[config.mk]
export PLATFORM = sky130hd
export DESIGN_NAME = weak_classifier_eval_flat
export DESIGN_NICKNAME = d
export VERILOG_FILES = /design/src/rtl/weak_classifier_eval_pkg.sv /design/src/rtl/weak_classifier_eval_if.sv /design/src/rtl/weak_classifier_eval_wc_compare_pipe.sv /design/src/rtl/weak_classifier_eval.sv /design/src/flat_wrapper.sv
export SDC_FILE = /design/constraint.sdc
export NUM_CORES = 1
export LEC_CHECK = 0
export CAP_MARGIN = 40
export CORE_ASPECT_RATIO = 1.2
export CORE_MARGIN = 1.5
export CORE_UTILIZATION = 40
export CTS_CLUSTER_SIZE = 40
export DETAILED_ROUTE_END_ITERATION = 6
export GPL_TIMING_DRIVEN = 0
export SYNTH_ARGS = -nofsm -noshare
export SYNTH_HDL_FRONTEND = slang
export SYNTH_HIERARCHICAL = 1
export SYNTH_SLANG_ARGS = --single-unit
[constraint.sdc]
create_clock -name clk -period 16.2 [get_ports clk]
set_input_delay 3.24 -clock clk [delete_from_list [all_inputs] [get_ports clk]]
set_output_delay 3.24 -clock clk [all_outputs]
set_load 0.05 [all_outputs]
[src/rtl/weak_classifier_eval_pkg.sv]
// Shared cascade constants: stage geometry, datapath widths and FSM state type.
// Imported by the weak-classifier evaluator, its bus interface and the stage accumulator.
// Ports: none (package only).
package cascade_pkg;

  localparam int STAGE_NUM     = 25;
  localparam int MAX_WEAKCOUNT = 211;

  // Datapath widths shared with the stage accumulator.
  localparam int FEATURE_W   = 24;
  localparam int STD_W       = 16;
  localparam int THRESHOLD_W = 13;
  localparam int LEAF_W      = 13;
  localparam int STAGE_IDX_W = $clog2(STAGE_NUM);
  localparam int WC_IDX_W    = $clog2(MAX_WEAKCOUNT);

  // Weak classifiers per stage, stage 0 first.
  localparam int STAGE_WEAKCOUNT [STAGE_NUM] = '{
    3, 4, 9, 16, 27, 32, 52, 53, 62, 72, 83, 91, 99,
    115, 127, 135, 136, 137, 159, 155, 169, 196, 197, 181, 211
  };

  typedef enum logic [1:0] {IDLE, RUN, DONE} state_t;

  // Width that holds both the feature sum and the full threshold x {0,std}
  // product, so the compare never truncates.
  function automatic int cmp_width(input int w_feat, input int w_thr, input int w_std);
    int w_prod;
    w_prod = w_thr + w_std + 1;
    return (w_feat > w_prod) ? w_feat : w_prod;
  endfunction

endpackage

[src/rtl/weak_classifier_eval_if.sv]
// Bus between the feature fetcher (master) and the weak-classifier evaluator (slave).
// Carries the std-dev handshake, the feature bundle handshake, the leaf output
// handshake, the window-resolved pulse and the upstream address indices.
interface weak_classifier_eval_if
  import cascade_pkg::*;
#(
  parameter int W_FEATURE      = FEATURE_W,
  parameter int W_STD          = STD_W,
  parameter int W_WC_THRESHOLD = THRESHOLD_W,
  parameter int W_LEAF         = LEAF_W
) ();

  logic                              std_valid;
  logic                              std_ready;
  logic        [W_STD-1:0]           std_data;

  logic                              feat_valid;
  logic                              feat_ready;
  logic signed [W_FEATURE-1:0]       feat_sum;
  logic signed [W_WC_THRESHOLD-1:0]  feat_threshold;
  logic signed [W_LEAF-1:0]          feat_leaf_left;
  logic signed [W_LEAF-1:0]          feat_leaf_right;

  logic                              leaf_valid;
  logic                              leaf_ready;
  logic signed [W_LEAF-1:0]          leaf_data;
  logic                              leaf_eot;

  logic                              win_done;
  logic        [STAGE_IDX_W-1:0]     stage_idx;
  logic        [WC_IDX_W-1:0]        wc_idx;

  modport master (
    output std_valid, std_data,
    output feat_valid, feat_sum, feat_threshold, feat_leaf_left, feat_leaf_right,
    output leaf_ready, win_done,
    input  std_ready, feat_ready, leaf_valid, leaf_data, leaf_eot, stage_idx, wc_idx
  );

  modport slave (
    input  std_valid, std_data,
    input  feat_valid, feat_sum, feat_threshold, feat_leaf_left, feat_leaf_right,
    input  leaf_ready, win_done,
    output std_ready, feat_ready, leaf_valid, leaf_data, leaf_eot, stage_idx, wc_idx
  );

endinterface

[src/rtl/weak_classifier_eval_wc_compare_pipe.sv]
// Two-stage datapath: S1 registers threshold x std and the sign-extended sum, S2 selects the leaf.
// Latency 2 cycles from input handshake to out_valid; one result per cycle at full rate.
// Backpressure: S2 holds while out_valid && !out_ready; in_ready drops once both stages are full.
// Ports: clk/rst, flush (drops both stages), in_* bundle with valid/ready, out_* leaf with valid/ready.
module wc_compare_pipe
  import cascade_pkg::*;
#(
  parameter int W_FEATURE      = FEATURE_W,
  parameter int W_STD          = STD_W,
  parameter int W_WC_THRESHOLD = THRESHOLD_W,
  parameter int W_LEAF         = LEAF_W
) (
  input  logic                              clk,
  input  logic                              rst,
  input  logic                              flush,
  input  logic                              in_valid,
  output logic                              in_ready,
  input  logic signed [W_FEATURE-1:0]       in_sum,
  input  logic signed [W_WC_THRESHOLD-1:0]  in_threshold,
  input  logic        [W_STD-1:0]           in_std,
  input  logic signed [W_LEAF-1:0]          in_left,
  input  logic signed [W_LEAF-1:0]          in_right,
  input  logic                              in_eot,
  output logic                              out_valid,
  input  logic                              out_ready,
  output logic signed [W_LEAF-1:0]          out_leaf,
  output logic                              out_eot
);

  localparam int W_CMP = cmp_width(W_FEATURE, W_WC_THRESHOLD, W_STD);

  logic                      s1_valid;
  logic signed [W_CMP-1:0]   s1_prod;
  logic signed [W_CMP-1:0]   s1_sum;
  logic signed [W_LEAF-1:0]  s1_left;
  logic signed [W_LEAF-1:0]  s1_right;
  logic                      s1_eot;

  logic                      s2_load;
  logic                      s1_adv;
  logic signed [W_CMP-1:0]   thr_x;
  logic signed [W_CMP-1:0]   std_x;
  logic signed [W_CMP-1:0]   prod;

  assign s2_load  = !out_valid || out_ready;
  assign s1_adv   = !s1_valid || s2_load;
  assign in_ready = s1_adv;

  // Std-dev is unsigned: a zero MSB keeps it positive in the signed multiply.
  assign thr_x = W_CMP'(in_threshold);
  assign std_x = W_CMP'({1'b0, in_std});
  assign prod  = thr_x * std_x;

  always_ff @(posedge clk) begin
    if (rst) begin
      s1_valid  <= 1'b0;
      out_valid <= 1'b0;
      out_leaf  <= '0;
      out_eot   <= 1'b0;
    end else if (flush) begin
      s1_valid  <= 1'b0;
      out_valid <= 1'b0;
    end else begin
      if (s1_adv) s1_valid <= in_valid;
      if (s2_load) out_valid <= s1_valid;
      if (s2_load && s1_valid) begin
        // Equality falls through to the right leaf.
        out_leaf <= (s1_sum < s1_prod) ? s1_left : s1_right;
        out_eot  <= s1_eot;
      end
    end
  end

  // Payload registers need no reset; s1_valid qualifies them.
  always_ff @(posedge clk) begin
    if (s1_adv && in_valid) begin
      s1_prod  <= prod;
      s1_sum   <= W_CMP'(in_sum);
      s1_left  <= in_left;
      s1_right <= in_right;
      s1_eot   <= in_eot;
    end
  end

endmodule

[src/rtl/weak_classifier_eval.sv]
// Weak-classifier evaluator: threshold x std compare per feature, emits the chosen leaf with stage eot.
// Latency 2 cycles from feature accept to leaf_valid; 1 leaf/cycle with leaf_ready held high.
// Backpressure: feat_ready drops when both pipe stages are full; win_done flushes and returns to IDLE.
// Ports: clk, rst (sync, active-high) and the slave side of weak_classifier_eval_if.
module weak_classifier_eval
  import cascade_pkg::*;
#(
  parameter int W_FEATURE      = FEATURE_W,
  parameter int W_STD          = STD_W,
  parameter int W_WC_THRESHOLD = THRESHOLD_W,
  parameter int W_LEAF         = LEAF_W
) (
  input  logic                  clk,
  input  logic                  rst,
  weak_classifier_eval_if.slave bus
);

  state_t                    state;
  logic [STAGE_IDX_W-1:0]    stage_cnt;
  logic [WC_IDX_W-1:0]       wc_cnt;
  logic [W_STD-1:0]          std_reg;

  logic                      pipe_in_ready;
  logic                      std_fire;
  logic                      feat_fire;
  logic [WC_IDX_W-1:0]       last_wc_idx;
  logic                      last_wc;
  logic                      last_stage;

  // Table lookup with constant indices only, so the stage counter never
  // indexes past the end of the weak-count table.
  always_comb begin
    last_wc_idx = '0;
    for (int s = 0; s < STAGE_NUM; s++) begin
      if (int'(stage_cnt) == s) last_wc_idx = WC_IDX_W'(STAGE_WEAKCOUNT[s] - 1);
    end
  end

  assign last_wc    = (wc_cnt == last_wc_idx);
  assign last_stage = (stage_cnt == STAGE_IDX_W'(STAGE_NUM - 1));

  assign bus.std_ready  = (state == IDLE);
  assign bus.feat_ready = (state == RUN) && pipe_in_ready;

  // win_done swallows any handshake offered in the same cycle.
  assign std_fire  = bus.std_valid && bus.std_ready && !bus.win_done;
  assign feat_fire = bus.feat_valid && bus.feat_ready && !bus.win_done;

  assign bus.stage_idx = stage_cnt;
  assign bus.wc_idx    = wc_cnt;

  always_ff @(posedge clk) begin
    if (rst) begin
      state     <= IDLE;
      stage_cnt <= '0;
      wc_cnt    <= '0;
      std_reg   <= '0;
    end else if (bus.win_done) begin
      state     <= IDLE;
      stage_cnt <= '0;
      wc_cnt    <= '0;
    end else begin
      case (state)
        IDLE: begin
          if (std_fire) begin
            std_reg <= bus.std_data;
            state   <= RUN;
          end
        end
        RUN: begin
          if (feat_fire) begin
            if (last_wc) begin
              wc_cnt <= '0;
              // The final stage parks its counter; DONE marks completion.
              if (last_stage) state <= DONE;
              else            stage_cnt <= stage_cnt + STAGE_IDX_W'(1);
            end else begin
              wc_cnt <= wc_cnt + WC_IDX_W'(1);
            end
          end
        end
        DONE: ;
        default: state <= IDLE;
      endcase
    end
  end

  wc_compare_pipe #(
    .W_FEATURE      (W_FEATURE),
    .W_STD          (W_STD),
    .W_WC_THRESHOLD (W_WC_THRESHOLD),
    .W_LEAF         (W_LEAF)
  ) u_pipe (
    .clk          (clk),
    .rst          (rst),
    .flush        (bus.win_done),
    .in_valid     (feat_fire),
    .in_ready     (pipe_in_ready),
    .in_sum       (bus.feat_sum),
    .in_threshold (bus.feat_threshold),
    .in_std       (std_reg),
    .in_left      (bus.feat_leaf_left),
    .in_right     (bus.feat_leaf_right),
    .in_eot       (last_wc),
    .out_valid    (bus.leaf_valid),
    .out_ready    (bus.leaf_ready),
    .out_leaf     (bus.leaf_data),
    .out_eot      (bus.leaf_eot)
  );

endmodule

[src/flat_wrapper.sv]
// flat-port wrapper written by rule: the top's interface ports become plain ports
module weak_classifier_eval_flat import cascade_pkg::*;
#(
  parameter int W_FEATURE      = FEATURE_W,
  parameter int W_STD          = STD_W,
  parameter int W_WC_THRESHOLD = THRESHOLD_W,
  parameter int W_LEAF         = LEAF_W
)
  (clk, rst, bus_std_valid, bus_std_data, bus_feat_valid, bus_feat_sum, bus_feat_threshold, bus_feat_leaf_left, bus_feat_leaf_right, bus_leaf_ready, bus_win_done, bus_std_ready, bus_feat_ready, bus_leaf_valid, bus_leaf_data, bus_leaf_eot, bus_stage_idx, bus_wc_idx);
  weak_classifier_eval_if #(.W_FEATURE(W_FEATURE), .W_STD(W_STD), .W_WC_THRESHOLD(W_WC_THRESHOLD), .W_LEAF(W_LEAF)) bus_i ();
  input  logic clk;
  input  logic rst;
  input wire logic [$bits(bus_i.std_valid)-1:0] bus_std_valid;
  input wire logic [$bits(bus_i.std_data)-1:0] bus_std_data;
  input wire logic [$bits(bus_i.feat_valid)-1:0] bus_feat_valid;
  input wire logic [$bits(bus_i.feat_sum)-1:0] bus_feat_sum;
  input wire logic [$bits(bus_i.feat_threshold)-1:0] bus_feat_threshold;
  input wire logic [$bits(bus_i.feat_leaf_left)-1:0] bus_feat_leaf_left;
  input wire logic [$bits(bus_i.feat_leaf_right)-1:0] bus_feat_leaf_right;
  input wire logic [$bits(bus_i.leaf_ready)-1:0] bus_leaf_ready;
  input wire logic [$bits(bus_i.win_done)-1:0] bus_win_done;
  output wire logic [$bits(bus_i.std_ready)-1:0] bus_std_ready;
  output wire logic [$bits(bus_i.feat_ready)-1:0] bus_feat_ready;
  output wire logic [$bits(bus_i.leaf_valid)-1:0] bus_leaf_valid;
  output wire logic [$bits(bus_i.leaf_data)-1:0] bus_leaf_data;
  output wire logic [$bits(bus_i.leaf_eot)-1:0] bus_leaf_eot;
  output wire logic [$bits(bus_i.stage_idx)-1:0] bus_stage_idx;
  output wire logic [$bits(bus_i.wc_idx)-1:0] bus_wc_idx;
  assign bus_i.std_valid = bus_std_valid;
  assign bus_i.std_data = bus_std_data;
  assign bus_i.feat_valid = bus_feat_valid;
  assign bus_i.feat_sum = bus_feat_sum;
  assign bus_i.feat_threshold = bus_feat_threshold;
  assign bus_i.feat_leaf_left = bus_feat_leaf_left;
  assign bus_i.feat_leaf_right = bus_feat_leaf_right;
  assign bus_i.leaf_ready = bus_leaf_ready;
  assign bus_i.win_done = bus_win_done;
  assign bus_std_ready = bus_i.std_ready;
  assign bus_feat_ready = bus_i.feat_ready;
  assign bus_leaf_valid = bus_i.leaf_valid;
  assign bus_leaf_data = bus_i.leaf_data;
  assign bus_leaf_eot = bus_i.leaf_eot;
  assign bus_stage_idx = bus_i.stage_idx;
  assign bus_wc_idx = bus_i.wc_idx;
  weak_classifier_eval #(.W_FEATURE(W_FEATURE), .W_STD(W_STD), .W_WC_THRESHOLD(W_WC_THRESHOLD), .W_LEAF(W_LEAF)) u_core (.clk(clk), .rst(rst), .bus(bus_i));
endmodule
=== Word-level counts from Yosys, hierarchy flattened ===
Index checks and enable logic that the tools add are counted.

* Add/sub/neg operators: 2
* Multipliers: 1
* Div/mod/pow operators: 0
* $lt $le $gt $ge: 1
* Eq/ne operators: 32
* Shift operators: 0
* Muxes and demuxes: 32
* Bitwise logic cells: 3
* Reductions and logical operators: 20

{| class="wikitable"
|+ Operators by type and width
! kind !! count
|-
| 8-bit two-way mux || 11
|-
| 5-bit equality test (second input constant) || 17
|-
| 7-bit two-way mux || 6
|-
| 24-bit by 30-bit less-than comparator with 1-bit output || 1
|-
| 13-bit by 17-bit multiplier with 30-bit output || 1
|-
| 5-bit by 4-bit equality test with 1-bit output (second input constant) || 5
|-
| 6-bit two-way mux || 3
|-
| 13-bit two-way mux || 1
|-
| 2-bit two-way mux || 6
|-
| 5-bit by 3-bit equality test with 1-bit output (second input constant) || 2
|-
| 5-bit two-way mux || 2
|-
| 8-bit by 1-bit adder with 8-bit output (second input constant) || 1
|-
| 8-bit equality test || 1
|-
| 4-bit two-way mux || 2
|-
| 1-bit logical AND || 7
|-
| 2-bit != test (second input constant) || 3
|-
| 2-bit case mux with 3 select lines || 1
|-
| 5-bit by 1-bit adder with 5-bit output (second input constant) || 1
|-
| 5-bit by 2-bit equality test with 1-bit output (second input constant) || 1
|-
| 5-bit logical NOT || 1
|-
| 5-bit AND reduction || 1
|-
| 2-bit AND reduction || 2
|-
| 4-bit AND reduction || 1
|-
| 1-bit logical NOT || 3
|-
| other kinds (8) || 11
|}

* Bits in registers: 128
* Bits in latches: 0
* Bits in writable memories: 0
* ROM bits: 0
* Input port bits: 85
* Output and inout port bits: 30
* Logic and storage cells: 104
* Memories kept: 0

=== Logic depth before layout (Yosys ltp) ===
* Depth in word-level cells: 30
* Gate-level depth with buffers: 22
* Mapped depth without buffers: 21

=== By module ===
Netlist, hierarchy kept.

{| class="wikitable"
|+ Modules (own cells, without submodules)
! module !! times used !! cells each !! area an instance (µm²) !! seq. area each (µm²)
|-
| wc_compare_pipe || 1 || 1063 || 11019.3 || 2752.6
|-
| weak_classifier_eval || 1 || 288 || 2220.9 || 620.6
|}

=== Worst setup path after synthesis ===
OpenSTA, ideal clock, no wires.

* Kind: input-to-reg
* Start: input bus_feat_threshold[4]
* End: register u_core.u_pipe.s1_prod[28], data pin
* Arrival time: 8.182 ns
* Data required time: 15.940 ns
* Setup slack: 7.758 ns
* Stages: 17
* Buffers on the path: 1
* Cells stage by stage: clkbuf_1 -> nand2_1 -> fa_1 -> inv_1 -> fa_1 -> fa_1 -> fa_1 -> fa_1 -> fa_1 -> ha_1 -> and3_4 -> nand3_4 -> o221ai_4 -> a31oi_4 -> o41ai_4 -> a221oi_2 -> xnor2_1

* Word-level cells in the longest chain between the ends: 1

{| class="wikitable"
|+ RTL lines
! what !! line !! source
|-
| from (decl) || flat_wrapper.sv:17 || <nowiki>input wire logic [$bits(bus_i.feat_threshold)-1:0] bus_feat_threshold;</nowiki>
|-
| 13-bit by 17-bit multiplier with 30-bit output || weak_classifier_eval_wc_compare_pipe.sv:52 || <nowiki>assign prod = thr_x * std_x;</nowiki>
|-
| net u_core.u_pipe.prod[28] || weak_classifier_eval_wc_compare_pipe.sv:43 || <nowiki>logic signed [W_CMP-1:0] prod;</nowiki>
|-
| to (signal assigned) || weak_classifier_eval_wc_compare_pipe.sv:77 || <nowiki>s1_prod <= prod;</nowiki>
|-
| to (decl) || weak_classifier_eval_wc_compare_pipe.sv:33 || <nowiki>logic signed [W_CMP-1:0] s1_prod;</nowiki>
|}

The timed path passes the listed nets, and every way through them passes these cells.
A chain may end at the register's enable or synchronous reset.

=== Worst setup path after layout ===
* Start: input bus_feat_threshold[12]
* End: register u_core.u_pipe.s1_prod[29], data pin

The elaborated chain is that of the path after synthesis.

==> results_dict.tcl <==
set metrics [dict create \
    status "finished clean" \
    place_hpwl_um 27300 \
    numCtsBuffers 17 \
    p_leak_nw 6.87 \
    syn_nets 1728 \
    fin_area_um2 15500 \
    port_buffers 113 \
    h-tree-depth 4 \
    overflow 0 \
    track_usage_pct 20.6 \
    cp.required_ns 16.35 \
    grt_max_degree 46 \
    worst_pin_slew_ns 0.909 \
    yosysWarnings 6 \
    drive_gt1_share_pct 5.87 \
    grt_pass1_wl_um 54700 \
    num-nets-final 1862 \
    die_h_um 202 \
    crit_family "adder cells" \
    grt_pass1_vias 10200 \
    cts.path.max_buffers 2 \
    synth_edf_count 81 \
    critPathBufInv 2 \
    seq_area_frac_synth_pct 25.5 \
    worst_clock_skew_ns 0.0163 \
    dr.pass1.iters 5 \
    synthFlopType "edfxtp_1" \
    fill_cells 3062 \
    die_w_um 169 \
    ant_nets 0 \
    maxSlewViolCount 0 \
    drt-wirelength-per-cell_um 17.9 \
    crit_type "input pin to register" \
    arrival_ns 9.58 \
    worstPathCellList "clkdlybuf4s50_1, clkbuf_1, nor2b_1, fa_1, fa_1, fa_1, fa_1, fa_1, ha_1, ha_1, a21o_1, a21oi_1, o221ai_1, o32ai_2, o21ai_1, a21oi_1, xnor2_1" \
    avgSynthCellArea_um2 9.80 \
    syn_area_um2 13200 \
    cts_setup_buffers 0 \
    clkLatencyLatePin_ns 0.42 \
    via_count 9943 \
    area.growth.synth_to_final_pct 17.4 \
    via_per_inst 5.22 \
    dpl_cell_area_um2 14900 \
    fin_crit_ns 9.43 \
    rsz0062_at_grt "false" \
    async_reset_ff_share_pct 0 \
    slowest_delay_ns 0.88 \
    ys_ff_latch 128 \
    hp-class "register to register" \
    worst-path-max-fanout 10 \
    post-route-period-util_pct 58.2 \
    start_util_pct 40.8 \
    clkTransAtPathRegs_ns 0.06 \
    ctsResizeCount 0 \
    max_freq_mhz 106 \
    synthCells 1351 \
    finalSetupViolations 0 \
    critPathMostFrequentCell "fa_1" \
    dieArea_um2 34200 \
    gp_congestion 0.857 \
    cp_slowest_cell "clkdlybuf4s50_1" \
    drt_iter0_drc 632 \
    final.setup.tns_ns 0 \
    cap_viol_max_count 0 \
    drc 0 \
    clockRootBuffer "clkbuf_16" \
    startpoint_type "input pin" \
    largest_reg_flops 30 \
    cts_tree "yes" \
    coreArea_um2 32400 \
    vdd_drop_max_uv 80.4 \
    r2r_setup_slack_ns 9.93 \
    drt_wl_total_um 34100 \
    slew-limit-headroom_pct 39.4 \
    hold_violations 0 \
    yosys.cell_types.count 89 \
    placementRows 72 \
    holdWs_ns 0.494 \
    power_density_nw_per_um2 75.7 \
    grt_antenna_before_repair 0 \
    clkSinkCount 128 \
    holdBufCountCts 0 \
    crit_path_end_kind "register" \
    io_pins 115 \
]
[per-layer routing]
| metal | global-route usage (%) | share of wire, % | up-vias |
|---|---|---|---|
| met1 | 27.2 | 45 | 4887 |
| met5 | 0 | 0 | - |
| met2 | 35.2 | 48 | 278 |
| met4 | 5.25 | 1.4 | 0 |
| li1 | - | - | 4743 |
| met3 | 3.37 | 5.3 | 35 |
[worst register-to-register path, delay by kind of cell, from the launching register on]
| kind | cells | cell delay [ns] |
|---|---|---|
| compound gates | 3 | 0.72 |
| fa+ha+maj | 7 | 3.41 |
| buf+inv | 2 | 0.53 |
| flops | 1 | 0.41 |
| simple gates | 5 | 0.96 |
[worst paths after layout]
path / from / endpoint / cells past startpoint
setup / recovery: bus_feat_threshold[12] / u_core/u_pipe/s1_prod[29] / 17
setup reg to reg: u_core/std_reg[8] / u_core/u_pipe/s1_prod[26] / 17
hold reg to reg: u_core/u_pipe/s1_eot / u_core/u_pipe/out_eot / 2
hold / removal: u_core/u_pipe/s1_eot / u_core/u_pipe/out_eot / 2
[cells in the mapped netlist (3+ instances only)]
cell	n	area share [%]
clkbuf_1	44	1.2
a21oi_1	52	2.0
nor2b_1	18	0.85
and2b_1	3	0.17
or4_1	3	0.17
a31oi_1	4	0.19
inv_1	200	5.7
nor3_1	13	0.49
o21a_1	5	0.28
nand2b_1	8	0.38
a211oi_1	8	0.45
fa_1	154	23
o21ai_1	12	0.45
a21o_1	12	0.68
nand4_1	8	0.38
or2_2	3	0.14
o21ai_0	22	0.83
edfxtp_1	81	18
o211ai_1	4	0.23
buf_2	9	0.34
mux2i_1	11	0.83
buf_4	5	0.28
and3b_1	5	0.33
or3_1	5	0.24
xor2_1	10	0.66
nand3_1	26	0.98
nand2_1	172	4.9
o21bai_1	5	0.28
and2_1	93	4.4
xnor2_1	23	1.5
a311oi_1	14	0.93
dfxtp_1	47	7.1
nor2_1	58	1.6
a221oi_2	3	0.34
nor3b_1	3	0.17
ha_1	138	13
[through the flow]
step / util, % / cells / power, W / setup WS [ns]
3_5_place_dp: 46.0 / 1873 / 0.000776 / 6.38
4_1_cts: 47.9 / 1905 / 0.00119 / 6.80
3_3_place_gp: 45.9 / 1871 / 0.000772 / 6.32
6_report: 47.9 / 1906 / 0.00118 / 6.77
5_1_grt: 47.9 / 1905 / 0.00125 / 6.49
2_1_floorplan: - / 1351 / 0.000670 / 7.76
[power by group]
| group | leakage [nW] | internal (W) | switching, W |
|---|---|---|---|
| Sequential | 1.12 | 0.000364 | 0.00000407 |
| Clock | 0.301 | 0.000251 | 0.000153 |
| Combinational | 5.45 | 0.000169 | 0.000237 |
[cell type report]
| type | count | area (um2) | share of cell area [%] |
|---|---|---|---|
| Antenna cell | 1 | 2.50 | 0.0161 |
| Buffer | 60 | 270 | 1.74 |
| Clock buffer | 22 | 497 | 3.20 |
| Clock inverter | 10 | 123 | 0.789 |
| Inverter | 201 | 754 | 4.85 |
| Multi-Input combinational cell | 962 | 8850 | 56.9 |
| Sequential cell | 128 | 3370 | 21.7 |
| Tap cell | 407 | 509 | 3.28 |
| Timing Repair Buffer | 115 | 1170 | 7.50 |
[kinds of logic (layout without fill, tap and decap cells)]
| family | count (synthesis) | in the layout | synth area share [%] |
|---|---|---|---|
| DFF | 128 | 128 | 25.5 |
| and+or+nand+nor | 440 | 440 | 16.9 |
| other | 0 | 1 | 0 |
| adders and majority gates | 292 | 292 | 36.3 |
| xor gates and xnor gates | 33 | 33 | 2.18 |
| AOI/OAI and AO/OA | 184 | 184 | 10.4 |
| buffers and inverters | 261 | 408 | 7.74 |
| muxes | 13 | 13 | 1.00 |
[cell usage in the layout, fill, tap and decap left out, types with 4 or more instances in the layout]
| master | netlist | final |
|---|---|---|
| nor2b_1 | 18 | 18 |
| inv_1 | 200 | 200 |
| and2_1 | 93 | 92 |
| nor3_1 | 13 | 13 |
| edfxtp_1 | 81 | 81 |
| xnor2_1 | 23 | 23 |
| o21ai_0 | 22 | 22 |
| clkdlybuf4s50_1 | 0 | 113 |
| a21oi_1 | 52 | 52 |
| clkbuf_16 | 0 | 19 |
| o21bai_1 | 5 | 5 |
| dfxtp_1 | 47 | 47 |
| o21a_1 | 5 | 5 |
| mux2i_1 | 11 | 11 |
| xor2_1 | 10 | 10 |
| a21o_1 | 12 | 12 |
| nand3_1 | 26 | 26 |
| o21ai_1 | 12 | 12 |
| clkinv_4 | 0 | 4 |
| buf_4 | 5 | 6 |
| nor2_1 | 58 | 58 |
| fa_1 | 154 | 154 |
| ha_1 | 138 | 138 |
| a31oi_1 | 4 | 4 |
| clkbuf_1 | 44 | 46 |
| a211oi_1 | 8 | 8 |
| and3b_1 | 5 | 5 |
| buf_2 | 9 | 9 |
| a311oi_1 | 14 | 14 |
| nand4_1 | 8 | 8 |
| nand2_1 | 172 | 172 |
| nand2b_1 | 8 | 8 |
| or3_1 | 5 | 5 |
| o211ai_1 | 4 | 4 |
No activity file was read; power rests on OpenSTA's default activity.
